[config.mk]
export PLATFORM = sky130hd
export DESIGN_NAME = alu_sequencer
export DESIGN_NICKNAME = d
export VERILOG_FILES = /design/src/rtl/alu_sequencer_pkg.sv /design/src/rtl/alu_sequencer_reg_select_decoder.sv /design/src/rtl/alu_sequencer.sv
export SDC_FILE = /design/constraint.sdc
export NUM_CORES = 1
export LEC_CHECK = 0
export ABC_AREA = 1
export CAP_MARGIN = 25
export CORE_MARGIN = 4
export CORE_UTILIZATION = 37
export DETAILED_ROUTE_END_ITERATION = 6
export GPL_TIMING_DRIVEN = 0
export PLACE_DENSITY = 0.86
export REMOVE_ABC_BUFFERS = 1
export SLEW_MARGIN = 20
export SYNTH_ARGS = -nofsm -noshare
export SYNTH_HDL_FRONTEND = slang
export SYNTH_SLANG_ARGS = --single-unit
export TNS_END_PERCENT = 10
[constraint.sdc]
create_clock -name Clock -period 4.4 [get_ports Clock]
set_input_delay 1.32 -clock Clock [delete_from_list [all_inputs] [get_ports Clock]]
set_output_delay 1.32 -clock Clock [all_outputs]
set_load 0.02 [all_outputs]
[src/rtl/alu_sequencer_pkg.sv]
// Shared encodings for the ALU sequencer: FSM states, instruction opcodes,
// ALU operation codes and small opcode classification helpers.
package alu_sequencer_pkg;

  typedef enum logic [3:0] {
    S_IDLE = 4'd0,
    S_T0   = 4'd1,
    S_T1   = 4'd2,
    S_T1W  = 4'd3,
    S_T2   = 4'd4,
    S_T3   = 4'd5,
    S_T4   = 4'd6,
    S_T5   = 4'd7,
    S_T6   = 4'd8
  } state_t;

  localparam logic [4:0] OP_ADD = 5'h03;
  localparam logic [4:0] OP_SUB = 5'h04;
  localparam logic [4:0] OP_SHR = 5'h05;
  localparam logic [4:0] OP_SHL = 5'h06;
  localparam logic [4:0] OP_ROR = 5'h07;
  localparam logic [4:0] OP_ROL = 5'h08;
  localparam logic [4:0] OP_AND = 5'h09;
  localparam logic [4:0] OP_OR  = 5'h0A;
  localparam logic [4:0] OP_MUL = 5'h0B;
  localparam logic [4:0] OP_DIV = 5'h0C;
  localparam logic [4:0] OP_NEG = 5'h0D;
  localparam logic [4:0] OP_NOT = 5'h0E;

  localparam logic [4:0] ALU_ADD = 5'd1;
  localparam logic [4:0] ALU_SUB = 5'd2;
  localparam logic [4:0] ALU_AND = 5'd3;
  localparam logic [4:0] ALU_OR  = 5'd4;
  localparam logic [4:0] ALU_SHR = 5'd5;
  localparam logic [4:0] ALU_SHL = 5'd6;
  localparam logic [4:0] ALU_NOP = 5'd7;
  localparam logic [4:0] ALU_ROR = 5'd8;
  localparam logic [4:0] ALU_ROL = 5'd9;
  localparam logic [4:0] ALU_MUL = 5'd10;
  localparam logic [4:0] ALU_DIV = 5'd11;
  localparam logic [4:0] ALU_NEG = 5'd12;
  localparam logic [4:0] ALU_NOT = 5'd13;

  // Memory wait cycles tolerated in T1W before declaring a fault
  localparam logic [7:0] WAIT_LIMIT = 8'd255;

  function automatic logic is_legal(input logic [4:0] op);
    return (op >= OP_ADD) && (op <= OP_NOT);
  endfunction

  function automatic logic is_muldiv(input logic [4:0] op);
    return (op == OP_MUL) || (op == OP_DIV);
  endfunction

  function automatic logic is_unary(input logic [4:0] op);
    return (op == OP_NEG) || (op == OP_NOT);
  endfunction

  function automatic logic [4:0] alu_map(input logic [4:0] op);
    case (op)
      OP_ADD:  return ALU_ADD;
      OP_SUB:  return ALU_SUB;
      OP_SHR:  return ALU_SHR;
      OP_SHL:  return ALU_SHL;
      OP_ROR:  return ALU_ROR;
      OP_ROL:  return ALU_ROL;
      OP_AND:  return ALU_AND;
      OP_OR:   return ALU_OR;
      OP_MUL:  return ALU_MUL;
      OP_DIV:  return ALU_DIV;
      OP_NEG:  return ALU_NEG;
      OP_NOT:  return ALU_NOT;
      default: return ALU_NOP;
    endcase
  endfunction

endpackage

[src/rtl/alu_sequencer_reg_select_decoder.sv]
// 4-to-16 one-hot register select decoder; all-zero when not enabled.
module reg_select_decoder (
  input  logic        en,
  input  logic [3:0]  sel,
  output logic [15:0] onehot
);

  genvar gi;
  generate
    for (gi = 0; gi < 16; gi++) begin : g_dec
      assign onehot[gi] = en && (sel == 4'(gi));
    end
  endgenerate

endmodule

[src/rtl/alu_sequencer.sv]
// Control sequencer for a bus-based datapath: fetch with memory wait, decode
// and three-operand execute; all strobes decoded from the present state and IR.
module alu_sequencer
  import alu_sequencer_pkg::*;
(
  input  logic        Clock,
  input  logic        clr,
  input  logic        Run,
  input  logic        mem_ready,
  input  logic [31:0] IR,
  output logic        PCout,
  output logic        Zlowout,
  output logic        Zhighout,
  output logic        MDRout,
  output logic        MARin,
  output logic        MDRin,
  output logic        IRin,
  output logic        PCin,
  output logic        Yin,
  output logic        Zin,
  output logic        HIin,
  output logic        LOin,
  output logic        IncPC,
  output logic        Read,
  output logic [15:0] Rin,
  output logic [15:0] Rout,
  output logic [4:0]  ALU_Sel,
  output logic        Done,
  output logic        illegal_op,
  output logic        mem_fault,
  output logic [3:0]  state
);

  state_t     state_reg, state_next;
  logic [7:0] wait_cnt_reg, wait_cnt_next;
  logic [4:0] opcode;
  logic       rin_en, rout_en;
  logic [3:0] rout_sel;
  logic       unused_ir_bits;

  assign opcode         = IR[31:27];
  assign unused_ir_bits = ^IR[14:0];
  assign state          = state_reg;

  always_ff @(posedge Clock) begin
    if (clr) begin
      state_reg    <= S_IDLE;
      wait_cnt_reg <= '0;
    end else begin
      state_reg    <= state_next;
      wait_cnt_reg <= wait_cnt_next;
    end
  end

  always_comb begin
    state_next    = state_reg;
    wait_cnt_next = '0;
    PCout = 1'b0; Zlowout = 1'b0; Zhighout = 1'b0; MDRout = 1'b0;
    MARin = 1'b0; MDRin = 1'b0; IRin = 1'b0; PCin = 1'b0;
    Yin = 1'b0; Zin = 1'b0; HIin = 1'b0; LOin = 1'b0;
    IncPC = 1'b0; Read = 1'b0;
    Done = 1'b0; illegal_op = 1'b0; mem_fault = 1'b0;
    ALU_Sel  = ALU_NOP;
    rin_en   = 1'b0;
    rout_en  = 1'b0;
    rout_sel = IR[22:19];
    case (state_reg)
      S_IDLE: if (Run) state_next = S_T0;
      S_T0: begin
        PCout = 1'b1; MARin = 1'b1; IncPC = 1'b1; Zin = 1'b1;
        state_next = S_T1;
      end
      S_T1: begin
        Zlowout = 1'b1; PCin = 1'b1; Read = 1'b1;
        state_next = S_T1W;
      end
      S_T1W: begin
        Read  = 1'b1;
        MDRin = mem_ready;
        // Data arriving on the last permitted cycle still wins over the fault
        if (mem_ready) begin
          state_next = S_T2;
        end else if (wait_cnt_reg == WAIT_LIMIT - 8'd1) begin
          mem_fault  = 1'b1;
          state_next = S_IDLE;
        end else begin
          wait_cnt_next = wait_cnt_reg + 8'd1;
        end
      end
      S_T2: begin
        MDRout = 1'b1; IRin = 1'b1;
        state_next = S_T3;
      end
      S_T3: begin
        if (!is_legal(opcode)) begin
          illegal_op = 1'b1;
          state_next = S_IDLE;
        end else begin
          rout_en = 1'b1; Yin = 1'b1;
          state_next = S_T4;
        end
      end
      S_T4: begin
        rout_en  = !is_unary(opcode);
        rout_sel = IR[18:15];
        ALU_Sel  = alu_map(opcode);
        Zin      = 1'b1;
        state_next = S_T5;
      end
      S_T5: begin
        Zlowout = 1'b1;
        if (is_muldiv(opcode)) begin
          LOin = 1'b1;
          state_next = S_T6;
        end else begin
          rin_en = 1'b1; Done = 1'b1;
          state_next = Run ? S_T0 : S_IDLE;
        end
      end
      S_T6: begin
        Zhighout = 1'b1; HIin = 1'b1; Done = 1'b1;
        state_next = Run ? S_T0 : S_IDLE;
      end
      default: state_next = S_IDLE;
    endcase
  end

  reg_select_decoder u_rin_dec (
    .en     (rin_en),
    .sel    (IR[26:23]),
    .onehot (Rin)
  );

  reg_select_decoder u_rout_dec (
    .en     (rout_en),
    .sel    (rout_sel),
    .onehot (Rout)
  );

endmodule
==> metrics.md, run 1 <==
| Metric | Value |
|---|---|
| Vias in the first global route | roughly 1500 |
| Yosys warning total | 0 |
| Async SR Flop Fraction | 0% |
| Final max-slew violation count | 0 |
| Vias | 1609 |
| Clock slew at reported path FFs | 0.07 ns |
| CTS buffer count | 3 |
| Maxcap violations | 0 |
| Maximum clock path buffer count | 2 |
| WS Path Type | input pin to primary output |
| Clock Sinks | 12 |
| Wirelength, routed | 3980 µm |
| Final Hold Viols | 0 |
| Hold Crit Class | flop to flop |
| GRT overflow | 0 |
| Most frequent cell after synthesis | nor2_1 |
| Setup WS pre-CTS | -0.610 ns |
| Critical Path Source | IR[27] |
| DPL Wire Length | 3370 µm |
| Skew final | 0.00120 ns |
| Outcome | finished, final reports clean |
| Root Buffer | clkbuf_4 |
| CP max FO | 7 |
| CP Capture Type | primary output |
| Core Rows | 21 |
| Post-synth top flop | dfxtp_1 |
| Total Nets Final | 343 |
| Seq/Total Area, Yosys | 18.9% |
| DIE AREA | ~0.0044 mm² |
| Cells after Synth | 223 |
| Post-synth top cells | 57 x nor2_1, 44 x nand2_1, 33 x inv_1, 12 x dfxtp_1, 12 x nand3_1 |
| Number of port buffers | 77 |
| Postcts setup bufs | 0 |
| Slack of the critical path | about 0.075 ns |
| DRC Markers | 0 |
| Fmax achieved | around 230 MHz |
| Distinct cells, synth | 26 |
| Initial Util | approximately two fifths |
| Diode count | 0 |
| DIE WIDTH | 66.6 µm |
| CTS tree | built |
| CP dominant cell by count | inv_1 |
| First-pass iteration count of the detailed router | 4 |
| Power per cell area | 165 mW/mm² |
| CP Cell Sequence | clkdlybuf4s15_1 -> inv_1 -> ha_1 -> inv_1 -> nand2_1 -> nand3_2 -> nand2_1 -> inv_1 -> nand3_1 -> nor2_1 -> clkdlybuf4s15_2 |
| First-pass GRT wire length | just over 6000 µm |
| Post-synth EDFFs | 0 |
| Synth area leaders | dfxtp_1 19%, nor2_1 17%, nand2_1 13% |
| Slowest stage delay, CP | 0.30 ns |
| Initial antenna violation count | 0 |
| Post-CTS Hold Fix Bufs | 0 |
| Final Cycle Share | 98.3% |
| DIE HEIGHT | 66.6 µm |
| Worst path buffer plus inverter count | 5 |
| Drt via density | 4.66 |
| Top cell type by total area after synthesis | dfxtp_1 |
| Core area | 0.00334 mm² |
| Leak | 1.03 nW |
| Final setup vio count | 0 |
| Post-synth top area share | around a fifth |
| Syn_area_per_cell | between 5 and 6 µm² |
| Largest net degree at the start of global routing | 11 |
| Starting DRT DRC Count | 48 |
| Setup TNS | 0 ns |
| Element type at the critical path start | input pin |
| Largest register FFs | 8 |
| Cell area after synthesis | about 0.0013 mm² |
| Worst hold slack | roughly 0.48 ns |
| Hold path start | wait_cnt_reg[0] |
| Crit Reg-Reg Startpoint | state[0] |
| Worst VDD drop | 0.000156 V |
| DR WL/cell | 11.5 µm |
| Placer Congestion | 0.830 |
| H-tree depth | 1 |
| Tot Pwr | approximately 340 µW |
| CP max-delay cell | clkdlybuf4s15_1 |
| CP top delay family | buffers and inverters |
| Area grow syn2layout | 62.6% |
| I/O pins | 94 |
| Clk_lat worst skew | 0.27 ns |
| Crit path DAT | 3.01 ns |
| Yosys reg bits | 12 |
| GRT Util Overall | 17.4% |
| Antenna Nets Post-Route | 0 |
| Fraction of layout cells with a size suffix above 1 | 16.1% |
| Tmin final | 4.33 ns |
| Worst Path Required | roughly 3.1 ns |
| Setup repair after global routing missed its margin | true |
[cell usage in the layout, fill, tap and decap left out, types with 5 or more instances in the layout]
| cell | count |
|---|---|
| inv_1 | 32 |
| nand3_1 | 11 |
| dlygate4sd2_1 | 9 |
| o21ai_0 | 6 |
| nand2_2 | 5 |
| clkdlybuf4s15_1 | 7 |
| nand2_1 | 44 |
| clkdlybuf4s15_2 | 9 |
| dfxtp_1 | 12 |
| clkbuf_2 | 11 |
| nor3_1 | 8 |
| dlymetal6s2s_1 | 5 |
| ha_1 | 7 |
| clkdlybuf4s50_1 | 36 |
| a21oi_1 | 6 |
| nor2_1 | 57 |
[metal layers]
metal | track usage (%) | routed length (µm) | vias to the layer above
li1 | - | - | 845
met1 | 17.8 | 1540 | 710
met2 | 34.7 | 2040 | 52
met3 | 4.55 | 376 | 2
met4 | 3.81 | 27 | 0
met5 | 0 | 0 | -
[worst reg2reg max path, stage by stage (launching register included)]
cell and delay [ns]:
dfxtp_1 0.54, nand3_1 0.21, nor2_2 0.18, nand3_2 0.17
nor3_1 0.24
[report_power, final]
part	leakage, nW	internal (mW)	total (mW)	switching [mW]
registers	0.0971	0.112	0.119	0.00739
logic	0.915	0.0596	0.137	0.0772
clock network	0.0210	0.0502	0.0850	0.0347
total	1.03	0.222	0.341	0.119
[area by class of cell]
cell class | count | area, µm²
Fill cell | 312 | 1270
Inverter | 36 | 135
Multi-Input combinational cell | 170 | 867
Tap cell | 46 | 57.6
Sequential cell | 12 | 240
Clock buffer | 4 | 36.3
Timing Repair Buffer | 77 | 728
[path summary, 6_finish.rpt]
check                                  endpoint  slack, ns  cells after the start
worst min register to register  wait_cnt_reg[0]       0.48                      1
worst max-delay path                    Rin[14]       0.07                     11
worst min-delay path            wait_cnt_reg[0]       0.48                      1
worst max register to register  wait_cnt_reg[7]       2.99                      4
[repair_timing]
action	in CTS	in global routing
endpoints found under the setup margin	40	38
gates resized for setup	62	29
endpoints found under the hold margin	0	0
[per-stage QoR]
| step | cells | instance area (µm²) | utilization (%) |
|---|---|---|---|
| 2_1_floorplan | 218 | 1230 | - |
| 6_report | 345 | 2060 | 61.9 |
| 4_1_cts | 345 | 2080 | 62.4 |
| 5_1_grt | 345 | 2060 | 61.9 |
| 3_5_place_dp | 341 | 2060 | 61.8 |
| 3_3_place_gp | 341 | 2060 | 61.8 |
[cells by family (layout without fill, tap and decap cells)]
kind of cell	Yosys count	after routing	share of synthesized area, %
flip-flops	12	12	18.9
XOR/XNOR	2	2	1.38
other	1	1	0.295
adder cells (fa/ha/maj)	7	7	6.90
AO/OA/AOI/OAI	22	22	10.7
buffers and inverters	41	117	13.6
AND/OR/NAND/NOR	138	138	48.2
Note: power is estimated with default switching activity, not from simulation.
==> run 2: changes to the inputs <==
==> constraint.sdc (replaced) <==
create_clock -name Clock -period 4.4 [get_ports Clock]
set_input_delay 0.88 -clock Clock [delete_from_list [all_inputs] [get_ports Clock]]
set_output_delay 0.88 -clock Clock [all_outputs]
set_load 0.02 [all_outputs]
==> metrics.md, run 2 (synthesized netlist as in run 1, its figures left out) <==
| Metric | Value |
|---|---|
| Clock slew at reported path FFs | 0.07 ns (about the same) |
| Tmin final | 4.15 ns (-0.180 ns) |
| Clk_lat worst skew | 0.27 ns (about the same) |
| Most common cell after layout, fill and taps aside | clkdlybuf4s50_1 |
| Power per cell area | 163 mW/mm² (-1.5%) |
| Postcts setup bufs | 0 (unchanged) |
| Final core utilization | 62.8% (+0.97 points) |
| Crit path DAT | 3.27 ns (+0.26 ns) |
| CTS tree | built |
| H-tree depth | 1 (unchanged) |
| Number of port buffers | 77 (unchanged) |
| Total Nets Final | 343 (unchanged) |
| Maxcap violations | 0 (unchanged) |
| DPL Wire Length | 3370 µm (unchanged) |
| First-pass GRT wire length | 6110 µm (-0.89%) |
| Post-CTS resize count | 0 (-100%) |
| Root Buffer | clkbuf_4 |
| Maximum clock path buffer count | 2 (unchanged) |
| Placer Congestion | 0.830 (unchanged) |
| Skew final | 0.000938 ns (-0.000259 ns) |
| DIE HEIGHT | 66.6 µm (unchanged) |
| GRT overflow | 0 (unchanged) |
| Element type at the critical path start | input pin |
| Final Cycle Share | 94.2% (-4.1 points) |
| CTS buffer count | 3 (unchanged) |
| Vias | 1616 (+0.44%) |
| Core area | 0.00334 mm² (unchanged) |
| Area grow syn2layout | 65.1% |
| Fraction of layout cells with a size suffix above 1 | 8.36% (-7.7 points) |
| Initial antenna violation count | 0 (unchanged) |
| DIE WIDTH | 66.6 µm (unchanged) |
| CP dominant cell by count | inv_1 |
| Final Hold Viols | 0 (unchanged) |
| Vias in the first global route | 1451 (-0.41%) |
| DR WL/cell | 11.2 µm (-2.6%) |
| Initial Util | 38.1% (unchanged) |
| Core Rows | 21 (unchanged) |
| Most frequent cells in the layout | 77 x clkdlybuf4s50_1, 57 x nor2_1, 44 x nand2_1, 33 x inv_1 |
| CP top delay family | buffers and inverters |
| CP Capture Type | primary output |
| Outcome | finished, final reports clean |
| Antenna Nets Post-Route | 0 (unchanged) |
| Starting DRT DRC Count | 46 (-4.2%) |
| DRC Markers | 0 (unchanged) |
| Post-CTS Hold Fix Bufs | 0 (unchanged) |
| CP Cell Sequence | clkdlybuf4s50_1 -> inv_1 -> ha_1 -> inv_1 -> nand2_1 -> nand3_1 -> nand2_1 -> inv_1 -> nand3_1 -> nor2_1 -> clkdlybuf4s50_1 |
| GRT Util Overall | 17.3% (-0.14 points) |
| Final max-slew violation count | 0 (unchanged) |
| Setup repair after global routing missed its margin | false |
| CP max FO | 6 (-1) |
| I/O pins | 94 (unchanged) |
| Final setup vio count | 0 (unchanged) |
| Worst VDD drop | 0.000156 V (+0.10%) |
| Clock Sinks | 12 (unchanged) |
| Setup TNS | 0 ns (unchanged) |
| Largest register FFs | 8 (unchanged) |
| Worst Path Required | 3.52 ns (+0.44 ns) |
| Worst reg2reg setup slack | 3.00 ns (about the same) |
| Diode count | 0 (unchanged) |
| DIE AREA | 0.00443 mm² (unchanged) |
| Hold Crit Class | flop to flop |
| Fmax achieved | 241 MHz (+4.3%) |
| Leak | 0.910 nW (-12%) |
| Drt via density | 4.68 (+0.44%) |
| First-pass iteration count of the detailed router | 4 (unchanged) |
| Largest net degree at the start of global routing | 11 (unchanged) |
| WS Path Type | input pin to primary output |
| Worst path buffer plus inverter count | 5 (unchanged) |
| CP max-delay cell | clkdlybuf4s50_1 |
| Wirelength, routed | 3880 µm (-2.6%) |
| Slowest stage delay, CP | 0.62 ns (+0.32 ns) |
[run 2: cell count changes in the layout (fill, tap and decap cells not counted), sizes merged]
| cell | delta |
|---|---|
| clkdlybuf4s50 | +41 |
| clkdlybuf4s15 | -16 |
| clkbuf | -11 |
| dlygate4sd2 | -9 |
| dlymetal6s2s | -5 |
[run 2: cell type report]
type / instances / area [µm²]
timing repair buffer: 77 / 771
clock buffer: 4 / 36.3
multi-input combinational: 170 / 857
tap: 46 / 57.6
sequential: 12 / 240
inverter: 36 / 135
fill: 298 / 1240
[run 2: per-stage QoR]
stage          hold slack [ns]  setup WS (ns)  power, mW  cell area [µm²]  instances
6_report                 0.476          0.255      0.341             2100        345
3_3_place_gp             0.444          0.318      0.256             2060        341
4_1_cts                  0.479          0.268      0.346             2100        345
2_1_floorplan            0.430           1.57      0.193             1230        218
3_5_place_dp             0.467          0.270      0.259             2060        341
5_1_grt                  0.506         0.0630      0.365             2100        345
[run 2: layer usage]
layer	up-vias	track usage (%)	part of all wire [%]
met5	-	0	0
met4	0	3.81	0.70
met3	2	4.55	10
met2	56	34.4	51
met1	712	17.6	38
li1	846	-	-
[run 2: worst paths after layout]
path / startpoint / endpoint / cells after the start
setup / recovery: IR[28] / Rin[14] / 11
hold reg to reg: wait_cnt_reg[0] / wait_cnt_reg[0] / 1
hold / removal: wait_cnt_reg[0] / wait_cnt_reg[0] / 1
setup reg to reg: state[0] / wait_cnt_reg[7] / 4
[run 2: where the power goes]
| part | internal, mW | switching (mW) |
|---|---|---|
| clock | 0.0503 | 0.0352 |
| combinational | 0.0603 | 0.0761 |
| sequential | 0.112 | 0.00726 |
